## src/rtl/axil_ctrl_master.sv

```systemverilog
// rtl/axil_ctrl_master.sv - single-outstanding AXI4-Lite register initiator with latency reporting
module axil_ctrl_master #(
    parameter int AXI_ADDR_BITS  = 64,
    parameter int AXIL_DATA_BITS = 64,
    parameter int LAT_BITS       = 16,
    parameter int ADDR_LSB       = $clog2(AXIL_DATA_BITS / 8)
) (
    input  logic                          aclk,
    input  logic                          aresetn,

    input  logic                          cmd_valid,
    output logic                          cmd_ready,
    input  logic                          cmd_write,
    input  logic [AXI_ADDR_BITS-1:0]      cmd_addr,
    input  logic [AXIL_DATA_BITS-1:0]     cmd_wdata,
    input  logic [AXIL_DATA_BITS/8-1:0]   cmd_wstrb,

    output logic                          rsp_valid,
    input  logic                          rsp_ready,
    output logic                          rsp_write,
    output logic [1:0]                    rsp_resp,
    output logic [AXIL_DATA_BITS-1:0]     rsp_rdata,
    output logic [LAT_BITS-1:0]           rsp_cycles,

    output logic [AXI_ADDR_BITS-1:0]      axi_ctrl_awaddr,
    output logic [2:0]                    axi_ctrl_awprot,
    output logic                          axi_ctrl_awvalid,
    input  logic                          axi_ctrl_awready,
    output logic [AXIL_DATA_BITS-1:0]     axi_ctrl_wdata,
    output logic [AXIL_DATA_BITS/8-1:0]   axi_ctrl_wstrb,
    output logic                          axi_ctrl_wvalid,
    input  logic                          axi_ctrl_wready,
    input  logic [1:0]                    axi_ctrl_bresp,
    input  logic                          axi_ctrl_bvalid,
    output logic                          axi_ctrl_bready,
    output logic [AXI_ADDR_BITS-1:0]      axi_ctrl_araddr,
    output logic [2:0]                    axi_ctrl_arprot,
    output logic                          axi_ctrl_arvalid,
    input  logic                          axi_ctrl_arready,
    input  logic [AXIL_DATA_BITS-1:0]     axi_ctrl_rdata,
    input  logic [1:0]                    axi_ctrl_rresp,
    input  logic                          axi_ctrl_rvalid,
    output logic                          axi_ctrl_rready
);

    typedef enum logic [2:0] {
        S_IDLE,
        S_WR_REQ,
        S_WR_RESP,
        S_RD_ADDR,
        S_RD_DATA,
        S_RESP
    } state_t;

    localparam logic [1:0] RESP_SLVERR = 2'b10;

    state_t                        state;
    logic [AXI_ADDR_BITS-1:0]      addr_q;
    logic [AXIL_DATA_BITS-1:0]     wdata_q;
    logic [AXIL_DATA_BITS/8-1:0]   wstrb_q;
    logic                          aw_done;
    logic                          w_done;
    logic [LAT_BITS-1:0]           lat;
    logic [LAT_BITS-1:0]           lat_inc;

    logic misaligned;
    logic aw_hs;
    logic w_hs;
    logic aw_fin;
    logic w_fin;

    assign misaligned = |cmd_addr[ADDR_LSB-1:0];
    assign aw_hs      = axi_ctrl_awvalid && axi_ctrl_awready;
    assign w_hs       = axi_ctrl_wvalid && axi_ctrl_wready;
    assign aw_fin     = aw_done || aw_hs;
    assign w_fin      = w_done || w_hs;

    // Saturating increment; the captured latency includes the handshake cycle.
    assign lat_inc = (lat == {LAT_BITS{1'b1}}) ? lat : lat + LAT_BITS'(1);

    assign axi_ctrl_awaddr = addr_q;
    assign axi_ctrl_araddr = addr_q;
    assign axi_ctrl_wdata  = wdata_q;
    assign axi_ctrl_wstrb  = wstrb_q;
    assign axi_ctrl_awprot = 3'b000;
    assign axi_ctrl_arprot = 3'b000;

    always_ff @(posedge aclk or negedge aresetn) begin
        if (!aresetn) begin
            state            <= S_IDLE;
            cmd_ready        <= 1'b0;
            addr_q           <= '0;
            wdata_q          <= '0;
            wstrb_q          <= '0;
            aw_done          <= 1'b0;
            w_done           <= 1'b0;
            lat              <= '0;
            axi_ctrl_awvalid <= 1'b0;
            axi_ctrl_wvalid  <= 1'b0;
            axi_ctrl_bready  <= 1'b0;
            axi_ctrl_arvalid <= 1'b0;
            axi_ctrl_rready  <= 1'b0;
            rsp_valid        <= 1'b0;
            rsp_write        <= 1'b0;
            rsp_resp         <= 2'b00;
            rsp_rdata        <= '0;
            rsp_cycles       <= '0;
        end else begin
            case (state)
                S_IDLE: begin
                    if (cmd_valid && cmd_ready) begin
                        cmd_ready <= 1'b0;
                        addr_q    <= cmd_addr;
                        wdata_q   <= cmd_wdata;
                        wstrb_q   <= cmd_wstrb;
                        lat       <= '0;
                        if (misaligned) begin
                            state      <= S_RESP;
                            rsp_valid  <= 1'b1;
                            rsp_write  <= cmd_write;
                            rsp_resp   <= RESP_SLVERR;
                            rsp_rdata  <= '0;
                            rsp_cycles <= '0;
                        end else if (cmd_write) begin
                            state            <= S_WR_REQ;
                            axi_ctrl_awvalid <= 1'b1;
                            axi_ctrl_wvalid  <= 1'b1;
                            aw_done          <= 1'b0;
                            w_done           <= 1'b0;
                        end else begin
                            state            <= S_RD_ADDR;
                            axi_ctrl_arvalid <= 1'b1;
                        end
                    end else begin
                        cmd_ready <= 1'b1;
                    end
                end

                // AW and W complete independently, in either order or together.
                S_WR_REQ: begin
                    lat <= lat_inc;
                    if (aw_hs) begin
                        axi_ctrl_awvalid <= 1'b0;
                        aw_done          <= 1'b1;
                    end
                    if (w_hs) begin
                        axi_ctrl_wvalid <= 1'b0;
                        w_done          <= 1'b1;
                    end
                    if (aw_fin && w_fin) begin
                        state           <= S_WR_RESP;
                        axi_ctrl_bready <= 1'b1;
                    end
                end

                S_WR_RESP: begin
                    lat <= lat_inc;
                    if (axi_ctrl_bvalid && axi_ctrl_bready) begin
                        axi_ctrl_bready <= 1'b0;
                        state           <= S_RESP;
                        rsp_valid       <= 1'b1;
                        rsp_write       <= 1'b1;
                        rsp_resp        <= axi_ctrl_bresp;
                        rsp_rdata       <= '0;
                        rsp_cycles      <= lat_inc;
                    end
                end

                S_RD_ADDR: begin
                    lat <= lat_inc;
                    if (axi_ctrl_arvalid && axi_ctrl_arready) begin
                        axi_ctrl_arvalid <= 1'b0;
                        axi_ctrl_rready  <= 1'b1;
                        state            <= S_RD_DATA;
                    end
                end

                S_RD_DATA: begin
                    lat <= lat_inc;
                    if (axi_ctrl_rvalid && axi_ctrl_rready) begin
                        axi_ctrl_rready <= 1'b0;
                        state           <= S_RESP;
                        rsp_valid       <= 1'b1;
                        rsp_write       <= 1'b0;
                        rsp_resp        <= axi_ctrl_rresp;
                        rsp_rdata       <= axi_ctrl_rdata;
                        rsp_cycles      <= lat_inc;
                    end
                end

                // Response fields hold until consumed; cmd_ready returns with IDLE.
                S_RESP: begin
                    if (rsp_ready) begin
                        rsp_valid <= 1'b0;
                        cmd_ready <= 1'b1;
                        state     <= S_IDLE;
                    end
                end

                default: begin
                    state <= S_IDLE;
                end
            endcase
        end
    end

endmodule
```

## config.mk

```make
export PLATFORM = sky130hd
export DESIGN_NAME = axil_ctrl_master
export DESIGN_NICKNAME = d
export VERILOG_FILES = /design/src/rtl/axil_ctrl_master.sv
export SDC_FILE = /design/constraint.sdc
export NUM_CORES = 1
export LEC_CHECK = 0
export ABC_CLOCK_PERIOD_IN_PS = 3500
export CORE_AREA = 2 2 197 199
export DETAILED_ROUTE_END_ITERATION = 8
export DIE_AREA = 0 0 199 201
export PLACE_DENSITY = 0.68
export SLEW_MARGIN = 40
export SYNTH_ARGS = -nofsm -noshare
export SYNTH_HDL_FRONTEND = slang
export SYNTH_SLANG_ARGS = --single-unit
```

## constraint.sdc

```tcl
create_clock -name aclk -period 3.5 [get_ports aclk]
set_input_delay 1.05 -clock aclk [delete_from_list [all_inputs] [get_ports aclk]]
set_output_delay 1.05 -clock aclk [all_outputs]
set_load 0.01 [all_outputs]
```

* Yosys cells after proc, flatten, opt, wreduce, memory -nomap -nowiden
Index checks and enable logic that the tools add are counted. Widths: inputs -> output; s select.
Storage, ports and cells: input bits 214, memories 0, memory bits (writable) 0, bits in latches 0, memory bits (read-only) 0, register bits after elaboration 247
Cells by class: reductions and logical operators 31, divide/modulo/power cells 0, $lt $le $gt $ge 0, shifts and indexed selects 0, eq/ne operators 18, add/sub/neg operators 1, multiply operators 0, multiplexer cells 64, bitwise operators 0
Operators with widths (count):
- $mux 64 | 4
- $pmux 64 s3 | 1
- $mux 16 | 6
- $pmux 16 s3 | 1
- $pmux 16 s2 | 1
- $mux 1 | 27
- $ne 2x2->1 const B | 12
- $mux 3 | 7
- $reduce_and 5->1 | 4
- $pmux 3 s6 | 1
- $add 16x1->16 const B | 1
- $eq 16x16->1 const B | 1
- $pmux 1 s2 | 8
- $reduce_and 6->1 | 2
- $reduce_bool 2->1 | 6
- $mux 2 | 5
- $logic_and 1x1->1 | 7
- $eq 3x2->1 const B | 2
- $eq 3x3->1 const B | 2
- $pmux 2 s3 | 1
- $reduce_and 2->1 | 3
- $reduce_and 3->1 | 2
- $pmux 1 s4 | 1
- $reduce_bool 4->1 | 1
- 7 further kinds | 8

* Longest topological paths before layout
depth in word-level cells 5, gate-level depth with buffers 8, depth with buffers taken out 5

* Worst setup path before layout
Ideal clock, no wire load.
kind input to register, start in cmd_addr[1], end reg rsp_resp[0], data required time 3.375 ns, stages on the path 6, library setup time 0.125 ns, setup slack 1.056 ns, arrival time 2.319 ns, path through nor3_1 -> nand2_1 -> nor3b_1 -> buf_2 -> buf_6 -> mux2_4
Between the ends: word-level cells in the longest chain between the ends 3
Ends and longest elaborated chain:
- start: declaration | line 14 | input logic [AXI_ADDR_BITS-1:0] cmd_addr,
- $reduce_or 3->1 | line 72 | assign misaligned = |cmd_addr[ADDR_LSB-1:0];
- $ne 2x2->1 (no line)
- $reduce_and 5->1 (no line)
- end signal: assignment | line 163 | rsp_resp <= axi_ctrl_bresp;
- end signal: assignment | line 185 | rsp_resp <= axi_ctrl_rresp;
- end: declaration | line 21 | output logic [1:0] rsp_resp,
No other way between the ends. A chain may end at the register's enable or synchronous reset.

* Worst setup path in the final report
start reg axi_ctrl_rready, end out axi_ctrl_rready
RTL lines:
- start: declaration | line 43 | output logic axi_ctrl_rready
- start signal: assignment | line 102 | axi_ctrl_rready <= 1'b0;
- start signal: assignment | line 173 | axi_ctrl_rready <= 1'b1;
- start signal: assignment | line 181 | axi_ctrl_rready <= 1'b0;
No word-level cell between the ends.

==> flow_summary.toml <==
[run_status]
status = "finished clean"

[floorplan]
dieWidth_um = 199
start_util = 0.2917
dieArea_um2 = 40000
die_h_um = 201
num_rows = 72
ios = 510
coreArea_um2 = 38110

[clocking]
cts_tree = "done"
clockBufferDepth = 3
clock_sinks = 247
clk_pin_slew_ns = 0.06
numCtsBuffers = 30
postCtsHoldBufs = 0
cts_resized = 0
root_buffer = "clkbuf_16"
cts_setup_buffers = 0
htree_levels = 1
clk_latency_ns = 0.56

[drt]
vias_per_cell = 4.515
drt-initial-drc-count = 213
drtAntennaViolNets = 0
remaining_drc_errors = 0
routed_wl_um = 34140
vias = 8547
avgRoutedWirePerCell_um = 18.03
first_pass_iters = 4

[pwr]
share_seq_of_total_power = 0.322
swShare = 0.3400
netSwitchingPower_mw = 5.430
clkPwrFrac = 0.201
vdd_ir_drop_max_mv = 0.4771
p_int_mw = 10.54
p_comb_frac = 0.477
p_leak_nw = 7.090
power.density_nw_per_um2 = 923.3
p_total_mw = 15.97

[critical_path]
critical_path_buf_inv_count = 1
cp_slowest_cell = "clkdlybuf4s50_1"
criticalPathCategory = "reg2out"
cp_max_fo = 6
startpoint_type = "register"
arrival_ns = 1.64
cp.required_ns = 2.45
end_kind = "primary output"
max_stage_delay_ns = 0.62
cp_top_family = "buffers and inverters"
crit_chain = "clkdlybuf4s50_1"

[layout]
nets = 1566
layout_commonest_cell = "clkdlybuf4s50_1"
final_util = 0.4540
final_cell_mix = "502 x clkdlybuf4s50_1, 246 x dfrtp_1, 137 x mux2_2"
antenna_cells = 0
n_fill_cell = 3563
final_cell_area_um2 = 17300
layout-drive-gt1-share = 0.1636
stdcell_count = 1893
area_growth_pct = 55.63

[logic_synthesis]
yosys.area_share.adder = 0.001126
syn_area_per_cell_um2 = 12.16
yosys.area.top_type_share = 0.5561
synth.area.mux_share = 0.2036
synth_flop_cell = "dfrtp_1"
synth_top_family_by_area = "multiplexers"
synth_area_um2 = 11120
synthTopCellsByArea = "dfrtp_1 56%, mux2_2 14%, mux2i_1 6.2%, buf_4 5.2%, nand2_1 2.8%"
synth_edf_count = 0
synth-xor-area-share = 0.002364
synth_compound_area_frac = 0.06247
ys_types = 63
synth_cells = 914
synth_seq_area_share = 0.5561
synth_top_cell_by_area = "dfrtp_1"
synthArstFlopShare = 1.000
synth_seq_cells = 247
yosysWarnings = 0
yosys.area_share.simple = 0.07710

[global_routing]
grt_max_degree = 78
grt_pass1_wl_um = 52030
grtUsageTotal = 0.1668
first_global_vias = 8900
grt_overflow = 0
antenna_found_initial = 2

[timing]
tightest_slew_ns = 0.6868
setup_violations = 0
slew_violations = 0
totalNegativeSetupSlack_ns = 0
slew-limit-headroom = 0.5421
fmax_mhz = 372.2
rsz0062_at_grt = "no"
period_share = 0.7675
skew_ns = 0.009425
period_minus_slack_ns = 2.686
hold_violations = 0
fin_ws_ns = 0.8136
worst_hold_slack_ns = 0.4880

[place]
portBuffers = 503
dp.final_hpwl_um = 25750
dp_slack_ns = 0.3900
dpl_cell_area_um2 = 16250
dp.cells = 1837
gp_congestion = 0.8495

[job]
maxCapViolCount = 0

[min_path]
hp-class = "in2async"
-- sequential cells by signal, indices dropped and copies added (netlist names), 2 cells and up --
| name | flops |
|---|---|
| rsp_resp | 2 |
| axi_ctrl_wstrb | 8 |
| axi_ctrl_araddr | 64 |
| axi_ctrl_wdata | 64 |
| rsp_rdata | 64 |
| rsp_cycles | 16 |
| lat | 16 |
| state | 3 |
-- layout make-up --
type                       instances  area, µm²  share of cell area
clock inverter                    13      133.9            0.007739
sequential                       247       6182              0.3574
clock buffer                      43      910.9             0.05265
timing repair buffer             521       5263              0.3042
tap                              518      648.1             0.03747
inverter                          72      270.3             0.01562
multi-input combinational        479       3891              0.2249
-- final timing paths --
check | from | end | slack, ns | depth (start not counted)
min in group aclk | rsp_cycles[2]$_DFFE_PN0P_ | rsp_cycles[2]$_DFFE_PN0P_ | 0.49 | 1
worst max-delay path | axi_ctrl_rready$_DFFE_PN0P_ | axi_ctrl_rready | 0.81 | 1
worst max register to register | state[1]$_DFFE_PN0P_ | axi_ctrl_wdata[31]$_DFFE_PN0P_ | 1.13 | 4
worst min-delay path | aresetn | axi_ctrl_araddr[38]$_DFFE_PN0P_ | 0.49 | 1
max in group asynchronous | aresetn | state[0]$_DFFE_PN0P_ | 2.19 | 2
worst min register to register | rsp_cycles[2]$_DFFE_PN0P_ | rsp_cycles[2]$_DFFE_PN0P_ | 0.49 | 1
-- synth_stat cells (6+ instances only) --
library cell and count:
and3_1 10, buf_4 77, mux2_2 137, nor2_1 15, a31oi_1 13, dfrtp_1 247, nand3_1 10, buf_2 26
mux2i_1 69, o21ai_0 12, clkbuf_1 10, a32o_1 6, nor3_1 10, o2bb2ai_1 10, nand4_1 8, nand2_1 82
inv_1 72, a21oi_1 12
-- metal layers --
metal / track usage / share of wire / vias up
li1: - / - / 3953
met1: 0.1910 / 0.38 / 4174
met2: 0.2920 / 0.50 / 356
met3: 0.05662 / 0.095 / 60
met4: 0.05037 / 0.025 / 4
met5: 0 / 0.00079 / -
-- kinds of logic after synthesis --
logic type / Yosys count
other: 1
and+or+nand+nor: 169
muxes: 208
adders and majority gates: 1
xor gates and xnor gates: 3
DFF: 247
buffers and inverters: 193
AOI/OAI and AO/OA: 92
-- power by group through the flow --
| stage | clock (mW) | sequential, mW | combinational (mW) |
|---|---|---|---|
| 2_1_floorplan | 0 | 5.48 | 3.50 |
| 3_3_place_gp | 0 | 5.12 | 7.61 |
| 3_5_place_dp | 0 | 5.18 | 7.72 |
| 4_1_cts | 3.32 | 5.16 | 7.75 |
| 5_1_grt | 3.45 | 5.33 | 8.17 |
| 6_report | 3.21 | 5.15 | 7.62 |
No activity file was read; power rests on OpenSTA's default activity.
